--- config.mk ---
export PLATFORM = sky130hd
export DESIGN_NAME = insn_loader
export DESIGN_NICKNAME = d
export VERILOG_FILES = /design/src/rtl/insn_loader_pkg.sv /design/src/rtl/insn_loader_byte_packer.sv /design/src/rtl/insn_loader.sv
export SDC_FILE = /design/constraint.sdc
export NUM_CORES = 1
export LEC_CHECK = 0
export CAP_MARGIN = 20
export CORE_MARGIN = 1.5
export CORE_UTILIZATION = 40
export CTS_CLUSTER_SIZE = 25
export DETAILED_ROUTE_END_ITERATION = 10
export PLACE_DENSITY_LB_ADDON = 0.08
export SYNTH_ARGS = -nofsm -noshare
export SYNTH_HDL_FRONTEND = slang
export SYNTH_SLANG_ARGS = --single-unit
--- constraint.sdc ---
create_clock -name clk -period 2.9 [get_ports clk]
set_clock_uncertainty 0.15 [all_clocks]
set_input_delay 0.58 -clock clk [delete_from_list [all_inputs] [get_ports clk]]
set_output_delay 0.58 -clock clk [all_outputs]
set_load 0.005 [all_outputs]
--- src/rtl/insn_loader_pkg.sv ---
// Shared definitions for the instruction-memory loader: FSM states, byte-lane
// indices and default geometry.
package insn_loader_pkg;

    typedef enum logic [2:0] {
        ST_IDLE = 3'd0,
        ST_LEN  = 3'd1,
        ST_DATA = 3'd2,
        ST_DONE = 3'd3,
        ST_ERR  = 3'd4
    } state_t;

    localparam logic [1:0] LANE0 = 2'd0;
    localparam logic [1:0] LANE1 = 2'd1;
    localparam logic [1:0] LANE2 = 2'd2;
    localparam logic [1:0] LANE3 = 2'd3;

    localparam int DEFAULT_ADDR_W = 10;
    localparam int DEFAULT_DEPTH  = 1024;

endpackage

--- src/rtl/insn_loader_byte_packer.sv ---
// Packs an 8-bit valid/ready stream into little-endian 32-bit words. The word
// and its valid pulse are presented in the same cycle the fourth byte lands.
module insn_loader_byte_packer
    import insn_loader_pkg::*;
(
    input  logic        clk,
    input  logic        reset,
    input  logic        clear,
    input  logic [7:0]  in_data,
    input  logic        in_valid,
    input  logic        in_ready,
    output logic [31:0] word,
    output logic        word_valid
);

    logic [23:0] lanes_r;
    logic [1:0]  idx_r;
    logic        accept_s;

    assign accept_s   = in_valid && in_ready;
    assign word       = {in_data, lanes_r};
    assign word_valid = accept_s && (idx_r == LANE3);

    // Lane fill: the top lane is never stored, it is forwarded straight into word.
    always_ff @(posedge clk) begin
        if (reset || clear) begin
            lanes_r <= 24'd0;
            idx_r   <= LANE0;
        end else if (accept_s) begin
            case (idx_r)
                LANE0:   lanes_r[7:0]   <= in_data;
                LANE1:   lanes_r[15:8]  <= in_data;
                LANE2:   lanes_r[23:16] <= in_data;
                LANE3:   lanes_r        <= 24'd0;
                default: lanes_r        <= 24'd0;
            endcase
            idx_r <= idx_r + 2'd1;
        end else begin
            lanes_r <= lanes_r;
            idx_r   <= idx_r;
        end
    end

endmodule

--- src/rtl/insn_loader.sv ---
// Instruction-memory loader: takes a length-prefixed byte stream, writes words
// from address 0 and holds the core in reset until the program is complete.
module insn_loader
    import insn_loader_pkg::*;
#(
    parameter int ADDR_W = DEFAULT_ADDR_W,
    parameter int DEPTH  = DEFAULT_DEPTH
) (
    input  logic              clk,
    input  logic              reset,
    input  logic              start,
    input  logic [7:0]        in_data,
    input  logic              in_valid,
    output logic              in_ready,
    output logic              mem_we,
    output logic [ADDR_W-1:0] mem_addr,
    output logic [31:0]       mem_wdata,
    output logic              core_hold,
    output logic              busy,
    output logic              done,
    output logic              error,
    output logic [ADDR_W:0]   words_loaded
);

    localparam logic [31:0] DEPTH_W = 32'(DEPTH);

    state_t          state_r;
    logic [ADDR_W:0] len_r;
    logic [31:0]     word_s;
    logic            word_valid_s;
    logic            pack_clear_s;

    // Any partial word is discarded whenever the loader stops accepting bytes.
    assign pack_clear_s = ~in_ready;

    insn_loader_byte_packer u_packer (
        .clk        (clk),
        .reset      (reset),
        .clear      (pack_clear_s),
        .in_data    (in_data),
        .in_valid   (in_valid),
        .in_ready   (in_ready),
        .word       (word_s),
        .word_valid (word_valid_s)
    );

    // Load sequencer: owns every registered output of the loader.
    always_ff @(posedge clk) begin
        if (reset) begin
            state_r      <= ST_IDLE;
            len_r        <= {(ADDR_W+1){1'b0}};
            in_ready     <= 1'b0;
            mem_we       <= 1'b0;
            mem_addr     <= {ADDR_W{1'b0}};
            mem_wdata    <= 32'd0;
            core_hold    <= 1'b1;
            busy         <= 1'b0;
            done         <= 1'b0;
            error        <= 1'b0;
            words_loaded <= {(ADDR_W+1){1'b0}};
        end else begin
            mem_we <= 1'b0;
            case (state_r)
                ST_IDLE, ST_DONE, ST_ERR: begin
                    if (start) begin
                        state_r      <= ST_LEN;
                        in_ready     <= 1'b1;
                        busy         <= 1'b1;
                        core_hold    <= 1'b1;
                        done         <= 1'b0;
                        error        <= 1'b0;
                        words_loaded <= {(ADDR_W+1){1'b0}};
                    end else begin
                        state_r <= state_r;
                    end
                end
                ST_LEN: begin
                    if (word_valid_s) begin
                        if (word_s == 32'd0) begin
                            state_r   <= ST_DONE;
                            in_ready  <= 1'b0;
                            busy      <= 1'b0;
                            core_hold <= 1'b0;
                            done      <= 1'b1;
                        end else if (word_s > DEPTH_W) begin
                            state_r  <= ST_ERR;
                            in_ready <= 1'b0;
                            busy     <= 1'b0;
                            error    <= 1'b1;
                        end else begin
                            state_r <= ST_DATA;
                            len_r   <= word_s[ADDR_W:0];
                        end
                    end else begin
                        state_r <= state_r;
                    end
                end
                ST_DATA: begin
                    // words_loaded already counts the word being written this cycle.
                    if (mem_we && (words_loaded == len_r)) begin
                        state_r   <= ST_DONE;
                        in_ready  <= 1'b0;
                        busy      <= 1'b0;
                        core_hold <= 1'b0;
                        done      <= 1'b1;
                    end else if (word_valid_s) begin
                        mem_we       <= 1'b1;
                        mem_wdata    <= word_s;
                        mem_addr     <= words_loaded[ADDR_W-1:0];
                        words_loaded <= words_loaded + {{ADDR_W{1'b0}}, 1'b1};
                    end else begin
                        state_r <= state_r;
                    end
                end
                default: begin
                    state_r   <= ST_IDLE;
                    in_ready  <= 1'b0;
                    busy      <= 1'b0;
                    core_hold <= 1'b1;
                end
            endcase
        end
    end

endmodule
==> results.py <==
metrics = {
    "cts": {
        "cts_sinks": 98,
        "numCtsBuffers": 9,
        "cts_resized": 0,
        "path_clk_slew_ns": 0.10,
        "holdBufCountCts": 0,
        "cts_buffer_depth": 2,
        "post_cts_buffers": 0,
        "htree_levels": 3,
        "insertion_delay_ns": 0.37,
        "cts-root-buf": "clkbuf_8",
        "tritoncts": "built",
    },
    "timing": {
        "max_slew_margin": 0.5374,
        "rsz0062_at_grt": "no",
        "finalCriticalPeriod_ns": 2.495,
        "fin_crit_sh": 0.8604,
        "maxSlewViolCount": 0,
        "hold_viol": 0,
        "setup_tns_ns": 0,
        "setup_viol_count_final": 0,
        "max_clock_freq_ghz": 0.4008,
        "worstMarginPinSlew_ns": 0.6908,
    },
    "drt": {
        "vias": 3532,
        "drc": 0,
        "wl_um": 10270,
        "vias_per_cell": 5.149,
        "wire_per_inst_um": 14.98,
        "drt-initial-drc-count": 147,
        "antenna_left": 0,
        "first_pass_iters": 4,
    },
    "floorplan": {
        "die_area_um2": 10700,
        "initial_core_util": 0.4127,
        "die_height_um": 103.4,
        "rows": 36,
        "core_area_um2": 9774,
        "die_w_um": 103.4,
        "ios": 71,
    },
    "worst_setup_path": {
        "cp_max_fo": 26,
        "critPathMaxStageDelay_ns": 0.51,
        "arrival_ns": 2.60,
        "cp_slowest_cell": "clkdlybuf4s50_1",
        "startpoint_type": "primary input",
        "worstPathRequired_ns": 3.01,
        "crit_family": "buffers and inverters",
        "worst-path-buf-inv": 2,
        "end_kind": "flip-flop",
        "cp_cell_sequence": "clkdlybuf4s50_1 -> nor2b_1 -> a21oi_1 -> o22a_1 -> nand3b_1 -> buf_4 -> o21a_1 -> nor2_1",
        "critPathKind": "in2reg",
    },
    "finish": {
        "fill_cells": 969,
        "area_delta_synth_final_pct": 25.56,
        "nNetsFinal": 564,
        "drive_above_1_share": 0.06148,
        "utilization": 0.5182,
        "n_antenna_cell": 0,
    },
    "power": {
        "intPower_mw": 1.831,
        "pwr-share-clk": 0.366,
        "power.switching_mw": 0.6059,
        "combPwrFrac": 0.068,
        "seqPwrFrac": 0.566,
        "switching_share": 0.2487,
        "p_leak_nw": 1.747,
        "powerDensity_nw_per_um2": 481.1,
        "ir_drop_mv": 0.2026,
    },
    "global_route": {
        "grt_max_degree": 57,
        "grt_pass1_wl_um": 16660,
        "grt_pass1_vias": 3369,
        "grt_overflow_total": 0,
        "antenna_found_initial": 0,
        "track_usage": 0.2043,
    },
    "hold_path": {
        "hold_path_class": "reg2reg",
    },
    "yosys": {
        "synth_seq_cells": 98,
        "yosys_warnings": 0,
        "synth_edf_count": 0,
        "ys_types": 40,
        "syn_avg_cell_area_um2": 8.317,
        "postSynthCellCount": 485,
        "netlist_area_um2": 4034,
        "synth_nets": 501,
        "ys.flop_type": "dfxtp_1",
        "synthArstFlopShare": 0,
        "yosysSeqAreaShare": 0.4864,
    },
    "run_status": {
        "outcome": "completed",
    },
    "placed_design": {
        "portBuffers": 70,
        "dp_hpwl_um": 7192,
        "place_congestion": 0.8400,
    },
    "run": {
        "drv_cap": 0,
    },
}
==> path summary, 6_finish.rpt <==
| kind | from | endpoint | slack, ns | cells past startpoint |
|---|---|---|---|---|
| max | start | words_loaded[0] | 0.40 | 8 |
| min | done | done | 0.30 | 2 |
| max reg2reg | u_packer.idx_r[0] | words_loaded[0] | 0.49 | 8 |
| min reg2reg | done | done | 0.30 | 2 |
==> stage by stage <==
step,hold slack (ns),area [µm²],power [mW],setup slack [ns],cells
after floorplan,0.2897,4034,1.513,0.7198,485
after global placement,0.2821,4871,1.572,0.1124,670
after detailed placement,0.2886,4871,1.576,0.05723,670
after CTS,0.3028,5065,2.457,0.4254,686
after global routing,0.3249,5065,2.536,0.2534,686
final,0.2984,5065,2.436,0.4047,686
==> registers in the layout (all words and copies together) (netlist names) <==
| register | flops |
|---|---|
| busy | 1 |
| core_hold | 1 |
| done | 1 |
| error | 1 |
| len_r | 11 |
| mem_addr | 10 |
| mem_wdata | 32 |
| mem_we | 1 |
| state_r | 3 |
| u_packer.idx_r | 2 |
| u_packer.lanes_r | 24 |
| words_loaded | 11 |
==> power by group through the flow <==
stage                     clock network [mW]  registers (mW)  logic, mW
final                                  0.892            1.38      0.165
after CTS                              0.912            1.38      0.166
after floorplan                            0            1.40      0.114
after detailed placement                   0            1.41      0.165
after global placement                     0            1.41      0.162
after global routing                   0.970            1.38      0.183
==> cells in the mapped netlist, types with 2 or more instances <==
master,n,area [µm²]
nand2_1,110,412.9
o21ai_0,4,20.02
inv_1,6,22.52
nor3b_2,2,25.02
and3_1,6,37.54
xnor2_1,20,175.2
nor4_1,9,56.30
buf_1,3,11.26
dfxtp_1,98,1962
a22oi_1,16,120.1
a21oi_1,58,290.3
ha_1,4,50.05
nand3b_1,2,15.01
a21o_1,2,15.01
mux2i_1,11,110.1
a221o_1,2,20.02
o31ai_1,2,15.01
or4_1,2,15.01
nand4_1,8,50.05
nor2b_1,10,62.56
clkbuf_1,13,48.80
o211ai_1,2,15.01
buf_2,14,70.07
nor3_1,10,50.05
nand2b_1,5,31.28
nor2_1,44,165.2
nand3_1,9,45.04
==> final cells by class <==
type / instances / area [µm²] / area share
sequential: 98 / 1962 / 0.3874
multi-input combinational: 349 / 1907 / 0.3765
timing repair buffer: 84 / 813.3 / 0.1606
tap: 133 / 166.4 / 0.03286
clock buffer: 11 / 131.4 / 0.02594
clock inverter: 5 / 62.56 / 0.01235
inverter: 6 / 22.52 / 0.004447
==> placed cells by master (no fill, tap or decap), types with 2 or more instances in the layout <==
cell type	netlist	layout
o211ai_1	2	2
buf_4	1	13
nand2b_1	5	5
a21o_1	2	2
a221o_1	2	2
clkbuf_8	0	9
inv_1	6	6
clkdlybuf4s50_1	0	69
nor3_1	10	10
nand2_1	110	110
nor2b_1	10	10
dfxtp_1	98	98
or4_1	2	2
nor4_1	9	9
o21ai_0	4	4
and3_1	6	6
nor2_1	44	44
mux2i_1	11	11
nand4_1	8	8
ha_1	4	4
clkbuf_1	13	2
a22oi_1	16	16
nand3_1	9	9
xnor2_1	20	20
clkinvlp_4	0	2
o31ai_1	2	2
a21oi_1	58	58
nand3b_1	2	2
==> cell families after synthesis <==
logic type               after synthesis  synth area share
multiplexers                          11           0.02730
flip-flops                            98            0.4864
buffers and inverters                 38           0.04250
AND/OR/NAND/NOR                      222            0.2497
XOR/XNOR                              22           0.04963
AO/OA/AOI/OAI                         90            0.1321
adder cells (fa/ha/maj)                4           0.01241
==> worst reg2reg max path, cell delays in order (launching register included) <==
cell and delay, ns:
dfxtp_1 0.36, ha_1 0.22, and3_1 0.21, a21oi_1 0.16
o22a_1 0.46, nand3b_1 0.22, buf_4 0.29, o21a_1 0.18
nor2_1 0.06
==> metal layers <==
metal	vias up	wire [µm]	GRT usage
met5	-	0	0
met3	16	424	0.03831
met4	0	189	0.09044
li1	1767	-	-
met1	1679	4784	0.2642
met2	70	4874	0.3328
Note: power is estimated with default switching activity, not from simulation.
